$ cat src/rtl/sym_pkg.sv
// Shared symbol codes and FSM state type for the symbol deframer.
// Used by sym_deframer; parity option is selected there via SYM_DEFRAMER_PARITY_EN.
package sym_pkg;

    localparam logic [1:0] SYM_IDLE = 2'b00;
    localparam logic [1:0] SYM_RSVD = 2'b01;
    localparam logic [1:0] SYM_D0   = 2'b10;
    localparam logic [1:0] SYM_D1   = 2'b11;

    typedef enum logic {
        HUNT    = 1'b0,
        COLLECT = 1'b1
    } dfr_state_e;

    // The MSB of a line symbol marks it as carrying a data bit in its LSB.
    function automatic logic sym_is_data(input logic [1:0] sym);
        return sym[1];
    endfunction

endpackage

$ cat src/rtl/sym_fifo.sv
// DATA_W x DEPTH synchronous FIFO with first-word-fall-through head output.
// A push into a full FIFO is accepted when a pop happens on the same edge.
module sym_fifo #(
    parameter int DATA_W = 8,
    parameter int DEPTH  = 4
) (
    input  logic                         clk,
    input  logic                         rst_n,
    input  logic                         push_i,
    input  logic [DATA_W-1:0]            push_data_i,
    input  logic                         pop_i,
    output logic [DATA_W-1:0]            head_o,
    output logic                         full_o,
    output logic                         empty_o,
    output logic [$clog2(DEPTH+1)-1:0]   fill_o
);

    localparam int AW = (DEPTH > 1) ? $clog2(DEPTH) : 1;
    localparam int CW = $clog2(DEPTH + 1);

    logic [DATA_W-1:0] mem_q [DEPTH];
    logic [AW-1:0]     wr_ptr_q;
    logic [AW-1:0]     rd_ptr_q;
    logic [CW-1:0]     count_q;
    logic              push_ok;
    logic              pop_ok;

    assign full_o  = (count_q == CW'(DEPTH));
    assign empty_o = (count_q == '0);
    assign fill_o  = count_q;
    assign head_o  = mem_q[rd_ptr_q];

    assign pop_ok  = pop_i && !empty_o;
    // When full, the slot being written is the one freed by the concurrent pop.
    assign push_ok = push_i && (!full_o || pop_ok);

    always_ff @(posedge clk or negedge rst_n) begin
        if (!rst_n) begin
            for (int i = 0; i < DEPTH; i++) begin
                mem_q[i] <= '0;
            end
            wr_ptr_q <= '0;
            rd_ptr_q <= '0;
            count_q  <= '0;
        end else begin
            if (push_ok) begin
                mem_q[wr_ptr_q] <= push_data_i;
                wr_ptr_q        <= wr_ptr_q + 1'b1;
            end
            if (pop_ok) begin
                rd_ptr_q <= rd_ptr_q + 1'b1;
            end
            case ({push_ok, pop_ok})
                2'b10:   count_q <= count_q + 1'b1;
                2'b01:   count_q <= count_q - 1'b1;
                default: count_q <= count_q;
            endcase
        end
    end

endmodule

$ cat src/rtl/sym_deframer.sv
// Decodes 2-bit line symbols into LSB-first words, queues them, flags framing errors and overflow.
// Define SYM_DEFRAMER_PARITY_EN to expect an even-parity symbol after each word's data bits.
//
//  state   | meaning
//  HUNT    | no partial word; waiting for first data symbol
//  COLLECT | bits 1..N-1 of a word being assembled
module sym_deframer
    import sym_pkg::*;
#(
    parameter int DATA_W       = 8,
    parameter int FIFO_DEPTH   = 4,
    parameter int IDLE_TIMEOUT = 15
) (
    input  logic                              clk,
    input  logic                              reset,
    input  logic [1:0]                        in,
    output logic [DATA_W-1:0]                 out_data,
    output logic                              out_valid,
    input  logic                              out_ready,
    output logic [$clog2(FIFO_DEPTH+1)-1:0]   fill,
    output logic                              frame_err,
    output logic                              overflow
);

`ifdef SYM_DEFRAMER_PARITY_EN
    localparam int N = DATA_W + 1;
`else
    localparam int N = DATA_W;
`endif
    localparam int CNT_W  = (N > 1) ? $clog2(N) : 1;
    localparam int IDLE_W = $clog2(IDLE_TIMEOUT + 1);

    dfr_state_e        state_q;
    logic [CNT_W-1:0]  bit_cnt_q;
    logic [IDLE_W-1:0] idle_cnt_q;
    logic [DATA_W-1:0] word_q;
    logic              frame_err_q;
    logic              overflow_q;

    logic              sym_data;
    logic              sym_bit;
    logic              sym_rsvd;
    logic              last_sym;
    logic              par_ok;
    logic              push;
    logic              pop;
    logic              fifo_full;
    logic              fifo_empty;
    logic [DATA_W-1:0] word_ins;
    logic [DATA_W-1:0] complete_word;

    assign sym_data = sym_is_data(in);
    assign sym_bit  = in[0];
    assign sym_rsvd = (in == SYM_RSVD);
    assign last_sym = (state_q == COLLECT) && sym_data && (bit_cnt_q == CNT_W'(N - 1));

    always_comb begin
        word_ins = word_q;
        for (int i = 0; i < DATA_W; i++) begin
            if (bit_cnt_q == CNT_W'(i)) begin
                word_ins[i] = sym_bit;
            end
        end
    end

`ifdef SYM_DEFRAMER_PARITY_EN
    // Final symbol is the parity bit; data bits are already all in word_q.
    assign par_ok        = (sym_bit == ^word_q);
    assign complete_word = word_q;
`else
    assign par_ok        = 1'b1;
    assign complete_word = word_ins;
`endif

    assign push      = last_sym && par_ok;
    assign pop       = out_valid && out_ready;
    assign out_valid = !fifo_empty;
    assign frame_err = frame_err_q;
    assign overflow  = overflow_q;

    always_ff @(posedge clk or negedge reset) begin
        if (!reset) begin
            state_q     <= HUNT;
            bit_cnt_q   <= '0;
            idle_cnt_q  <= '0;
            word_q      <= '0;
            frame_err_q <= 1'b0;
            overflow_q  <= 1'b0;
        end else begin
            frame_err_q <= 1'b0;
            if (push && fifo_full && !pop) begin
                overflow_q <= 1'b1;
            end
            case (state_q)
                HUNT: begin
                    idle_cnt_q <= '0;
                    if (sym_data) begin
                        word_q    <= DATA_W'(sym_bit);
                        bit_cnt_q <= CNT_W'(1);
                        state_q   <= COLLECT;
                    end else if (sym_rsvd) begin
                        frame_err_q <= 1'b1;
                    end
                end
                COLLECT: begin
                    if (sym_data) begin
                        idle_cnt_q <= '0;
                        if (last_sym) begin
                            frame_err_q <= !par_ok;
                            bit_cnt_q   <= '0;
                            state_q     <= HUNT;
                        end else begin
                            word_q    <= word_ins;
                            bit_cnt_q <= bit_cnt_q + 1'b1;
                        end
                    end else if (sym_rsvd) begin
                        frame_err_q <= 1'b1;
                        bit_cnt_q   <= '0;
                        idle_cnt_q  <= '0;
                        state_q     <= HUNT;
                    end else if (idle_cnt_q == IDLE_W'(IDLE_TIMEOUT - 1)) begin
                        frame_err_q <= 1'b1;
                        bit_cnt_q   <= '0;
                        idle_cnt_q  <= '0;
                        state_q     <= HUNT;
                    end else begin
                        idle_cnt_q <= idle_cnt_q + 1'b1;
                    end
                end
                default: begin
                    state_q <= HUNT;
                end
            endcase
        end
    end

    sym_fifo #(
        .DATA_W (DATA_W),
        .DEPTH  (FIFO_DEPTH)
    ) u_fifo (
        .clk         (clk),
        .rst_n       (reset),
        .push_i      (push),
        .push_data_i (complete_word),
        .pop_i       (pop),
        .head_o      (out_data),
        .full_o      (fifo_full),
        .empty_o     (fifo_empty),
        .fill_o      (fill)
    );

endmodule

$ cat config.mk
export PLATFORM = sky130hd
export DESIGN_NAME = sym_deframer
export DESIGN_NICKNAME = d
export VERILOG_FILES = /design/src/rtl/sym_pkg.sv /design/src/rtl/sym_fifo.sv /design/src/rtl/sym_deframer.sv
export SDC_FILE = /design/constraint.sdc
export NUM_CORES = 1
export LEC_CHECK = 0
export ABC_AREA = 0
export BUFFER_PORTS_ARGS = -buffer_cell sky130_fd_sc_hd__buf_4
export CAP_MARGIN = 0
export CORE_MARGIN = 2
export CORE_UTILIZATION = 54
export CTS_CLUSTER_DIAMETER = 200
export DETAILED_ROUTE_END_ITERATION = 6
export PLACE_DENSITY = 0.75
export SYNTH_ARGS = -nofsm -noshare
export SYNTH_HDL_FRONTEND = slang
export SYNTH_HIERARCHICAL = 1
export SYNTH_SLANG_ARGS = --single-unit
export TNS_END_PERCENT = 100
$ cat constraint.sdc
create_clock -name clk -period 2.5 [get_ports clk]
set_input_delay 0.125 -clock clk [delete_from_list [all_inputs] [get_ports clk]]
set_output_delay 0.125 -clock clk [all_outputs]
set_load 0.1 [all_outputs]
==> results.tsv, run 1 <==
stage	metric	value	unit
synthesis	syn_inst	201	
die	start_util	55.1	%
synthesis	yosys_warnings	6	
worst_setup_path	cp.required	2750	ps
synthesis	ys_ff_latch	57	
die	fp.dieH	75.7	um
die	die_w	75.7	um
grt	track_usage	19.8	%
clock_tree	cts-resized-gates	0	
placement	place.detailed.hpwl	3210	um
worst_setup_path	cp_max_fo	6	
worst_setup_path	crit_arrival	2560	ps
synthesis	netlist_area	2780	um^2
placement	place.gp.congestion	0.737	
timing	final_hold_viol_count	0	
cells_and_area	syn_to_final_growth	16.7	%
worst_setup_path	crit_path_end_kind	flip-flop	
routing	avgViaCountPerCell	5.25	
clock_tree	numCtsBuffers	9	
routing	drc_errors	0	
min_path	hp-class	in -> reg	
timing	max_freq	434	MHz
timing	finalMaxSlewViolations	0	
timing	setup_violations	0	
placement	port_buffers	18	
timing	fin_crit_sh	92.2	%
die	die_area	5730	um^2
timing	tightest_slew	708	ps
clock_tree	path_clk_slew	60	ps
clock_tree	cts_setup_buffers	0	
cells_and_area	postLayoutCoreUtil	64.3	%
cells_and_area	nNetsFinal	248	
min_path	hold_end	frame_err	
synthesis	synth_cell_types	37	
clock_tree	clock_path_buffers	2	
die	core_area	5040	um^2
grt	grt_pass1_vias	1589	
cells_and_area	antennaDiodeCount	0	
clock_tree	hold_buffers	2	
cells_and_area	mostFrequentLayoutCells	dfrtp_1, mux2_2, buf_4, ha_1, inv_1	
clock_tree	cts_sinks	57	
routing	dr.pass1.iters	4	
routing	drt_iter0_drc	48	
timing	finClkSkew	7.20	ps
worst_setup_path	critical_path_class	reg -> reg	
min_path	hold_depth	3	
timing	relSlewSlack	52.8	%
synthesis	synth-main-ff-cell	dfrtp_1	
worst_setup_path	timing.rr.end	u_fifo/fill_o[2]	
power	p_per_area	889	nW/um^2
cells_and_area	drive_gt1_share	44.9	%
cells_and_area	layout.cells.non_filler	304	
grt	grt_pass1_wl	7890	um
cells_and_area	num-fill-cells	405	
clock_tree	cts_tree	done	
synthesis	synth_async_sr_flop_share	100	%
synthesis	syn_avg_cell_area	13.8	um^2
cells_and_area	layout_commonest_cell	dfrtp_1	
worst_setup_path	rr_startpoint	bit_cnt_q[0]	
grt	antenna_found_initial	0	
grt	grt_max_degree	58	
synthesis	seq_area_frac_synth	51.4	%
routing	postRouteAntennaNets	0	
worst_setup_path	ff2ff_path_depth	10	
synthesis	synth_nets	220	
die	rows	26	
outcome	status	finished clean	
clock_tree	clockRootBuffer	clkbuf_8	
clock_tree	clock_latency	330	ps
flow_run	drv_cap	0	
grt	grt_overflow_total	0	
timing	min_period	2310	ps
min_path	hp-start	in[0]	
placement	dpl.cell_count	286	
worst_setup_path	rrSetupSlack	190	ps
routing	vias	1597	
worst_setup_path	start_kind	flip-flop	
power	ir_worst_vdd	0.982	mV
synthesis	synth-edff-count	0	
clock_tree	htreeDepth	3	
routing	routed_wl	4830	um
routing	wire_per_inst	15.9	um
power	power_leakage	1.58	nW
timing	rsz0062_at_grt	false	
die	num_io_pins	19	
-- synthesized netlist by cell type (all sizes together), types with 4 or more instances --
cell   instances  area share, %
buf            5            1.3
mux4           8            6.5
a22o           6            2.1
xor2           4            1.3
ha            13            5.9
nor2          14            2.3
nand2         10            1.4
nand3          4           0.72
xnor2          4            1.3
inv           11            1.5
mux2          42             17
dfrtp         57             51
-- how the worst max path moves through the flow --
stage	from	end	slack (ps)	depth (start not counted)
6_report	bit_cnt_q[0]	u_fifo/fill_o[2]	190	10
5_1_grt	bit_cnt_q[0]	u_fifo/fill_o[2]	60	10
4_1_cts	bit_cnt_q[0]	u_fifo/fill_o[2]	190	10
3_5_place_dp	bit_cnt_q[0]	u_fifo/fill_o[2]	210	10
3_3_place_gp	bit_cnt_q[0]	u_fifo/fill_o[2]	250	10
2_1_floorplan	u_fifo/fill_o[2]	u_fifo/fill_o[2]	-20	10
-- routing by layer --
metal  vias up  GRT usage (%)  part of all wire [%]
li1        768              -                     -
met1       806           27.3                    49
met2        21           28.4                    47
met3         2           7.14                   3.1
met4         0           8.77                  0.60
met5         -              0                     0
-- critical path: stages, from the launching register on --
cell and delay [ps]:
dfrtp_1 420, ha_1 230, ha_1 190, and3_2 210, or2b_4 240, ha_4 130, inv_1 40, fa_2 330
xor2_1 140, nor2_1 130, xor2_1 150
-- power breakdown --
group / switching [mW] / internal (mW)
registers: 0.179 / 1.03
clock network: 0.356 / 0.483
logic: 0.516 / 0.318
-- flip-flops by register name (all words and copies together), names as in the netlist --
| name | flops |
|---|---|
| u_fifo/mem_q | 32 |
| u_fifo/fill_o | 3 |
| idle_cnt_q | 4 |
| u_fifo/wr_ptr_q | 2 |
| bit_cnt_q | 3 |
| word_q | 8 |
| frame_err | 1 |
| u_fifo/rd_ptr_q | 2 |
| overflow | 1 |
| state_q | 1 |
-- through the flow --
stage	hold slack (ps)	power [mW]	area (um^2)	worst slack, ps	setup TNS (ps)
floorplan	-171	1.87	2820	-22.3	-22.3
global placement	227	2.05	3020	245	0
detailed placement	225	2.07	3020	209	0
CTS	95.6	2.93	3240	190	0
global route	114	3.03	3240	55.9	0
finish	110	2.88	3240	195	0
-- layout make-up --
cell class / count / area, um^2 / area share [%]
inverters: 11 / 41.3 / 1.27
clock inverters: 5 / 55.1 / 1.70
well taps: 70 / 87.6 / 2.70
multi-input cells: 127 / 1300 / 40.1
repair buffers: 23 / 178 / 5.48
flip-flops and latches: 57 / 1440 / 44.4
clock buffers: 11 / 141 / 4.36
-- logic make-up (layout without fill, tap and decap cells) --
logic type               Yosys count  count (layout)  share of synthesized area (%)
AO/OA/AOI/OAI                     16              16                           5.18
XOR/XNOR                           8               8                           2.52
adder cells (fa/ha/maj)           14              14                           6.58
buffers and inverters             17              50                           2.93
flip-flops                        57              57                           51.4
multiplexers                      51              51                           24.0
AND/OR/NAND/NOR                   38              38                           7.39
(Power assumes the default switching activity.)
==> run 2: changes to the inputs <==
--- a/config.mk
+++ b/config.mk
@@ -6,7 +6,7 @@
 export NUM_CORES = 1
 export LEC_CHECK = 0
 export ABC_AREA = 0
-export BUFFER_PORTS_ARGS = -buffer_cell sky130_fd_sc_hd__buf_4
+export BUFFER_PORTS_ARGS = -buffer_cell sky130_fd_sc_hd__buf_2
 export CAP_MARGIN = 0
 export CORE_MARGIN = 2
 export CORE_UTILIZATION = 54
==> run 2 against run 1 <==
Against the previous run:
- highest routed layer unchanged
- wire length rose by 3.6%
- sequential cell count did not move
- cell area rose by 0.73%
- critical path depth did not move
- register-to-register slack barely moved
- via count rose by 1.4%
- die area did not move
- sequential share of layout area fell by 0.32 points
- global-route usage rose by 0.51 points
- sequential power barely moved
==> results.tsv, run 2 (same netlist as run 1, synthesis figures left out) <==
stage	metric	value	unit
die	die_area	5730	um^2
placement	place.gp.congestion	0.763	
clock_tree	clock_path_buffers	2	
cells_and_area	finalInstanceArea	3260	um^2
grt	grt_pass1_wl	8200	um
cells_and_area	postLayoutCoreUtil	64.7	%
power	clkPwrFrac	35.4	%
clock_tree	path_clk_slew	60	ps
power	ir_worst_vdd	0.865	mV
power	p_comb_share	25.7	%
power	p_per_area	957	nW/um^2
die	num_io_pins	19	
timing	finClkSkew	8.42	ps
power	pwr-share-seq	38.8	%
worst_setup_path	critical_path_class	reg -> reg	
cells_and_area	nNetsFinal	247	
power	p_sw	1.05	mW
clock_tree	clock_latency	340	ps
grt	grt_pass1_vias	1680	
worst_setup_path	max_stage_delay	420	ps
die	die_w	75.7	um
routing	drc_errors	0	
timing	min_period	2300	ps
routing	drt_iter0_drc	63	
timing	finalMaxSlewViolations	0	
die	start_util	55.1	%
cells_and_area	drive_gt1_share	45.5	%
routing	wire_per_inst	16.5	um
timing	relSlewSlack	59.2	%
timing	fin_crit_sh	91.8	%
routing	vias	1620	
worst_setup_path	crit_slowest_cell	dfrtp_1	
cells_and_area	syn_to_final_growth	17.6	%
clock_tree	cts_setup_buffers	0	
timing	max_freq	436	MHz
flow_run	drv_cap	0	
placement	port_buffers	18	
timing	tightest_slew	612	ps
clock_tree	htreeDepth	3	
timing	rsz0062_at_grt	false	
power	switching_share	33.8	%
cells_and_area	largest_reg_flops	32	
worst_setup_path	start_kind	flip-flop	
cells_and_area	largestRegisters	u_fifo/mem_q: 32 flops, word_q: 8 flops, idle_cnt_q: 4 flops	
outcome	status	finished clean	
placement	placed_area	2990	um^2
die	rows	26	
clock_tree	numCtsBuffers	9	
timing	fin_hold_ws	71.5	ps
routing	avgViaCountPerCell	5.35	
power	p_int	2.07	mW
routing	postRouteAntennaNets	0	
routing	routed_wl	5000	um
worst_setup_path	cp.required	2760	ps
placement	place.detailed.hpwl	3340	um
grt	track_usage	20.3	%
power	power.total	3.12	mW
cells_and_area	mostFrequentLayoutCells	dfrtp_1, mux2_2, buf_2, ha_1, clkbuf_8	
cells_and_area	top_register	u_fifo/mem_q	
worst_setup_path	crit_arrival	2550	ps
clock_tree	cts_sinks	57	
grt	grt_max_degree	36	
die	core_area	5040	um^2
grt	grt_overflow_total	0	
worst_setup_path	crit_path_end_kind	flip-flop	
clock_tree	clockRootBuffer	clkbuf_8	
clock_tree	cts-resized-gates	0	
cells_and_area	layout_commonest_cell	dfrtp_1	
clock_tree	cts_tree	done	
timing	setup_violations	0	
worst_setup_path	cp_max_fo	6	
timing	final_hold_viol_count	0	
power	power_leakage	1.60	nW
routing	dr.pass1.iters	5	
min_path	hp-class	in -> reg	
grt	antenna_found_initial	0	
die	fp.dieH	75.7	um
worst_setup_path	path_cells	ha_1, ha_1, and3_2, or2b_4, ha_4, inv_1, fa_2, xor2_1, nor2_1, xor2_1	
cells_and_area	antennaDiodeCount	0	
## run 2: cell types whose count changed in the layout (fill, tap and decap cells not counted), sizes merged
cell         delta
clkbuf          +1
bufinv          +2
clkinv          -2
dlygate4sd3     -1
clkinvlp        -1
## run 2: routing by layer
metal	routed length, um	vias up	global-route usage (%)	share of wire, %
li1	-	762	-	-
met1	2360	820	27.7	47
met2	2410	30	30.3	48
met3	157	8	6.35	3.1
met4	71	0	8.77	1.4
met5	0	-	0	0
## run 2: through the flow
step	setup TNS (ps)	instances	worst slack, ps
floorplan	-22.3	201	-22.3
global placement	0	286	233
detailed placement	0	286	212
CTS	0	303	196
global route	0	303	73.6
finish	0	303	204
## run 2: layout make-up
cell class                 count  area (um^2)
clock buffer                  12          165
clock inverter                 4         97.6
fill                         383         1780
inverter                      11         41.3
multi-input combinational    127         1300
sequential                    57         1440
tap                           70         87.6
timing repair buffer          22          135
## run 2: worst paths after layout
path                              start          endpoint  slack (ps)  cells after the start
max in group asynchronous         reset         word_q[2]        1600                      3
hold reg to reg                overflow          overflow         460                      1
setup / recovery           bit_cnt_q[0]  u_fifo/fill_o[2]         200                     10
setup reg to reg           bit_cnt_q[0]  u_fifo/fill_o[2]         200                     10
min in group asynchronous         reset  u_fifo/mem_q[13]         330                      2
hold / removal                    in[1]         frame_err          70                      2
## run 2: repair_timing
action                                  CTS  global route
hold buffers                              1             0
endpoints found under the hold margin    22             0
endpoints found under the setup margin    0             0
## run 2: critical path, delay by kind of cell, from the launching register on
kind / cells / cell delay [ps]
xor+xnor: 2 / 290
fa+ha+maj: 4 / 890
buf+inv: 1 / 50
flops: 1 / 420
simple gates: 3 / 580
## run 2: power groups by stage
stage / sequential [mW] / combinational [mW] / clock [mW]
finish: 1.21 / 0.804 / 1.11
global route: 1.23 / 0.865 / 1.18
CTS: 1.21 / 0.808 / 1.13
detailed placement: 1.23 / 0.799 / 0
global placement: 1.22 / 0.796 / 0
floorplan: 1.33 / 0.537 / 0
==> run 3: changes to the inputs <==
--- a/config.mk
+++ b/config.mk
@@ -12,7 +12,7 @@
 export CORE_UTILIZATION = 54
 export CTS_CLUSTER_DIAMETER = 200
 export DETAILED_ROUTE_END_ITERATION = 6
-export PLACE_DENSITY = 0.75
+export PLACE_DENSITY = 0.74
 export SYNTH_ARGS = -nofsm -noshare
 export SYNTH_HDL_FRONTEND = slang
 export SYNTH_HIERARCHICAL = 1
==> run 3 against run 2 <==
Against the previous run:
- register-to-register slack worse by 30 ps
- die area did not move
- combinational power is essentially flat
- cell count grew 0.66%
- critical endpoint unchanged
==> results.tsv, run 3 (same netlist as run 1, synthesis figures left out) <==
stage	metric	value	unit
worst_setup_path	cp.required	2750	ps
grt	use_met2	29.8	%
routing	routed_wl	4960	um
cells_and_area	nNetsFinal	249	
cells_and_area	regArea	1440	um^2
power	power_leakage	1.60	nW
worst_setup_path	path_cells	ha_1, ha_1, and3_2, or2b_4, ha_4, inv_1, fa_2, xor2_1, nor2_1, xor2_1	
min_path	hp-class	in -> reg	
die	die_w	75.7	um
cells_and_area	top_register	u_fifo/mem_q	
clock_tree	numCtsBuffers	9	
placement	dpl.cell_count	288	
clock_tree	cts_tree	done	
timing	finalMaxSlewViolations	0	
cells_and_area	mostFrequentLayoutCells	dfrtp_1, mux2_2, buf_2, ha_1	
worst_setup_path	max_stage_delay	430	ps
die	die_area	5730	um^2
grt	grt_overflow_total	0	
grt	use_met3	3.97	%
routing	postRouteAntennaNets	0	
timing	finClkSkew	6.77	ps
timing	final_hold_viol_count	0	
cells_and_area	largestRegisters	u_fifo/mem_q: 32 flops, word_q: 8 flops, idle_cnt_q: 4 flops	
timing	fin_crit_sh	93.0	%
power	p_per_area	925	nW/um^2
grt	grt_max_degree	29	
timing	max_freq	430	MHz
worst_setup_path	cp_max_fo	6	
worst_setup_path	cp_top_family	adder cells	
clock_tree	clock_latency	330	ps
clock_tree	path_clk_slew	70	ps
clock_tree	cts-resized-gates	0	
timing	rsz0062_at_grt	false	
worst_setup_path	crit_arrival	2580	ps
cells_and_area	num-fill-cells	362	
flow_run	drv_cap	0	
power	ir_worst_vdd	0.800	mV
timing	tightest_slew	589	ps
cells_and_area	layout_commonest_cell	dfrtp_1	
routing	wire_per_inst	16.3	um
die	fp.dieH	75.7	um
grt	track_usage	19.8	%
die	start_util	55.1	%
cells_and_area	postLayoutCoreUtil	64.1	%
grt	grt_most_used_layer	met2	
timing	setup_tns	0	ps
placement	port_buffers	18	
grt	grt_pass1_wl	7960	um
placement	place.detailed.hpwl	3410	um
worst_setup_path	critical_path_class	reg -> reg	
routing	drt_iter0_drc	80	
cells_and_area	largest_reg_flops	32	
placement	place.gp.congestion	0.790	
worst_setup_path	crit_slowest_cell	dfrtp_1	
cells_and_area	drive_gt1_share	46.0	%
grt	grtUsageMet1	27.4	%
die	rows	26	
routing	dr.pass1.iters	4	
outcome	status	finished clean	
worst_setup_path	cp_num_buf_inv	1	
clock_tree	clockRootBuffer	clkbuf_8	
timing	setup_violations	0	
grt	antenna_found_initial	0	
die	num_io_pins	19	
worst_setup_path	crit_path_end_kind	flip-flop	
timing	relSlewSlack	60.7	%
routing	avgViaCountPerCell	5.27	
timing	min_period	2320	ps
die	core_area	5040	um^2
routing	drc_errors	0	
cells_and_area	multiInputGateArea	1300	um^2
clock_tree	cts_sinks	57	
cells_and_area	syn_to_final_growth	16.4	%
cells_and_area	layout.cells.non_filler	305	
routing	vias	1606	
clock_tree	clock_path_buffers	2	
cells_and_area	antennaDiodeCount	0	
worst_setup_path	start_kind	flip-flop	
grt	grt_pass1_vias	1633	
clock_tree	htreeDepth	3	
## run 3: cell types whose count changed in the layout (fill, tap and decap cells not counted), sizes merged
| cell | change |
|---|---|
| bufinv | -1 |
| buf | +2 |
| clkinv | +2 |
| clkbuf | -1 |
## run 3: layout make-up
class | instances | area share [%]
repair buffers | 24 | 4.26
clock inverters | 5 | 2.40
clock buffers | 11 | 4.68
flip-flops and latches | 57 | 44.5
well taps | 70 | 2.71
multi-input cells | 127 | 40.2
inverters | 11 | 1.28
## run 3: where the power goes
group / total (mW) / internal (mW) / switching, mW
clock: 0.980 / 0.612 / 0.369
combinational: 0.807 / 0.295 / 0.512
sequential: 1.20 / 1.03 / 0.174
## run 3: worst paths after layout
kind	start	to	slack [ps]	depth (start not counted)
max in group asynchronous	reset	u_fifo/mem_q[20]	1600	3
min reg2reg	overflow	overflow	460	1
min in group asynchronous	reset	u_fifo/wr_ptr_q[0]	240	2
max	bit_cnt_q[0]	u_fifo/fill_o[2]	180	10
max reg2reg	bit_cnt_q[0]	u_fifo/fill_o[2]	180	10
min	in[1]	frame_err	50	2
## run 3: stage by stage
stage | instance area, um^2 | hold slack [ps] | setup WS [ps] | power [mW]
after floorplan | 2820 | -171 | -22.3 | 1.87
after global placement | 2990 | 36.4 | 242 | 2.02
after detailed placement | 2990 | 40.2 | 207 | 2.03
after CTS | 3230 | 48.0 | 180 | 3.02
after global routing | 3230 | 73.4 | 47.3 | 3.13
final | 3230 | 50.9 | 175 | 2.99
## run 3: layer usage
metal  routed length, um  vias up
met5                   0        -
met4                 106        0
met3                  90        9
met2                2360       17
met1                2400      812
li1                    -      768
## run 3: repair_timing
action                                 in CTS  in global routing
endpoints found under the hold margin      12                  0
hold buffers                                1                  0
buffers inserted                            0                  0
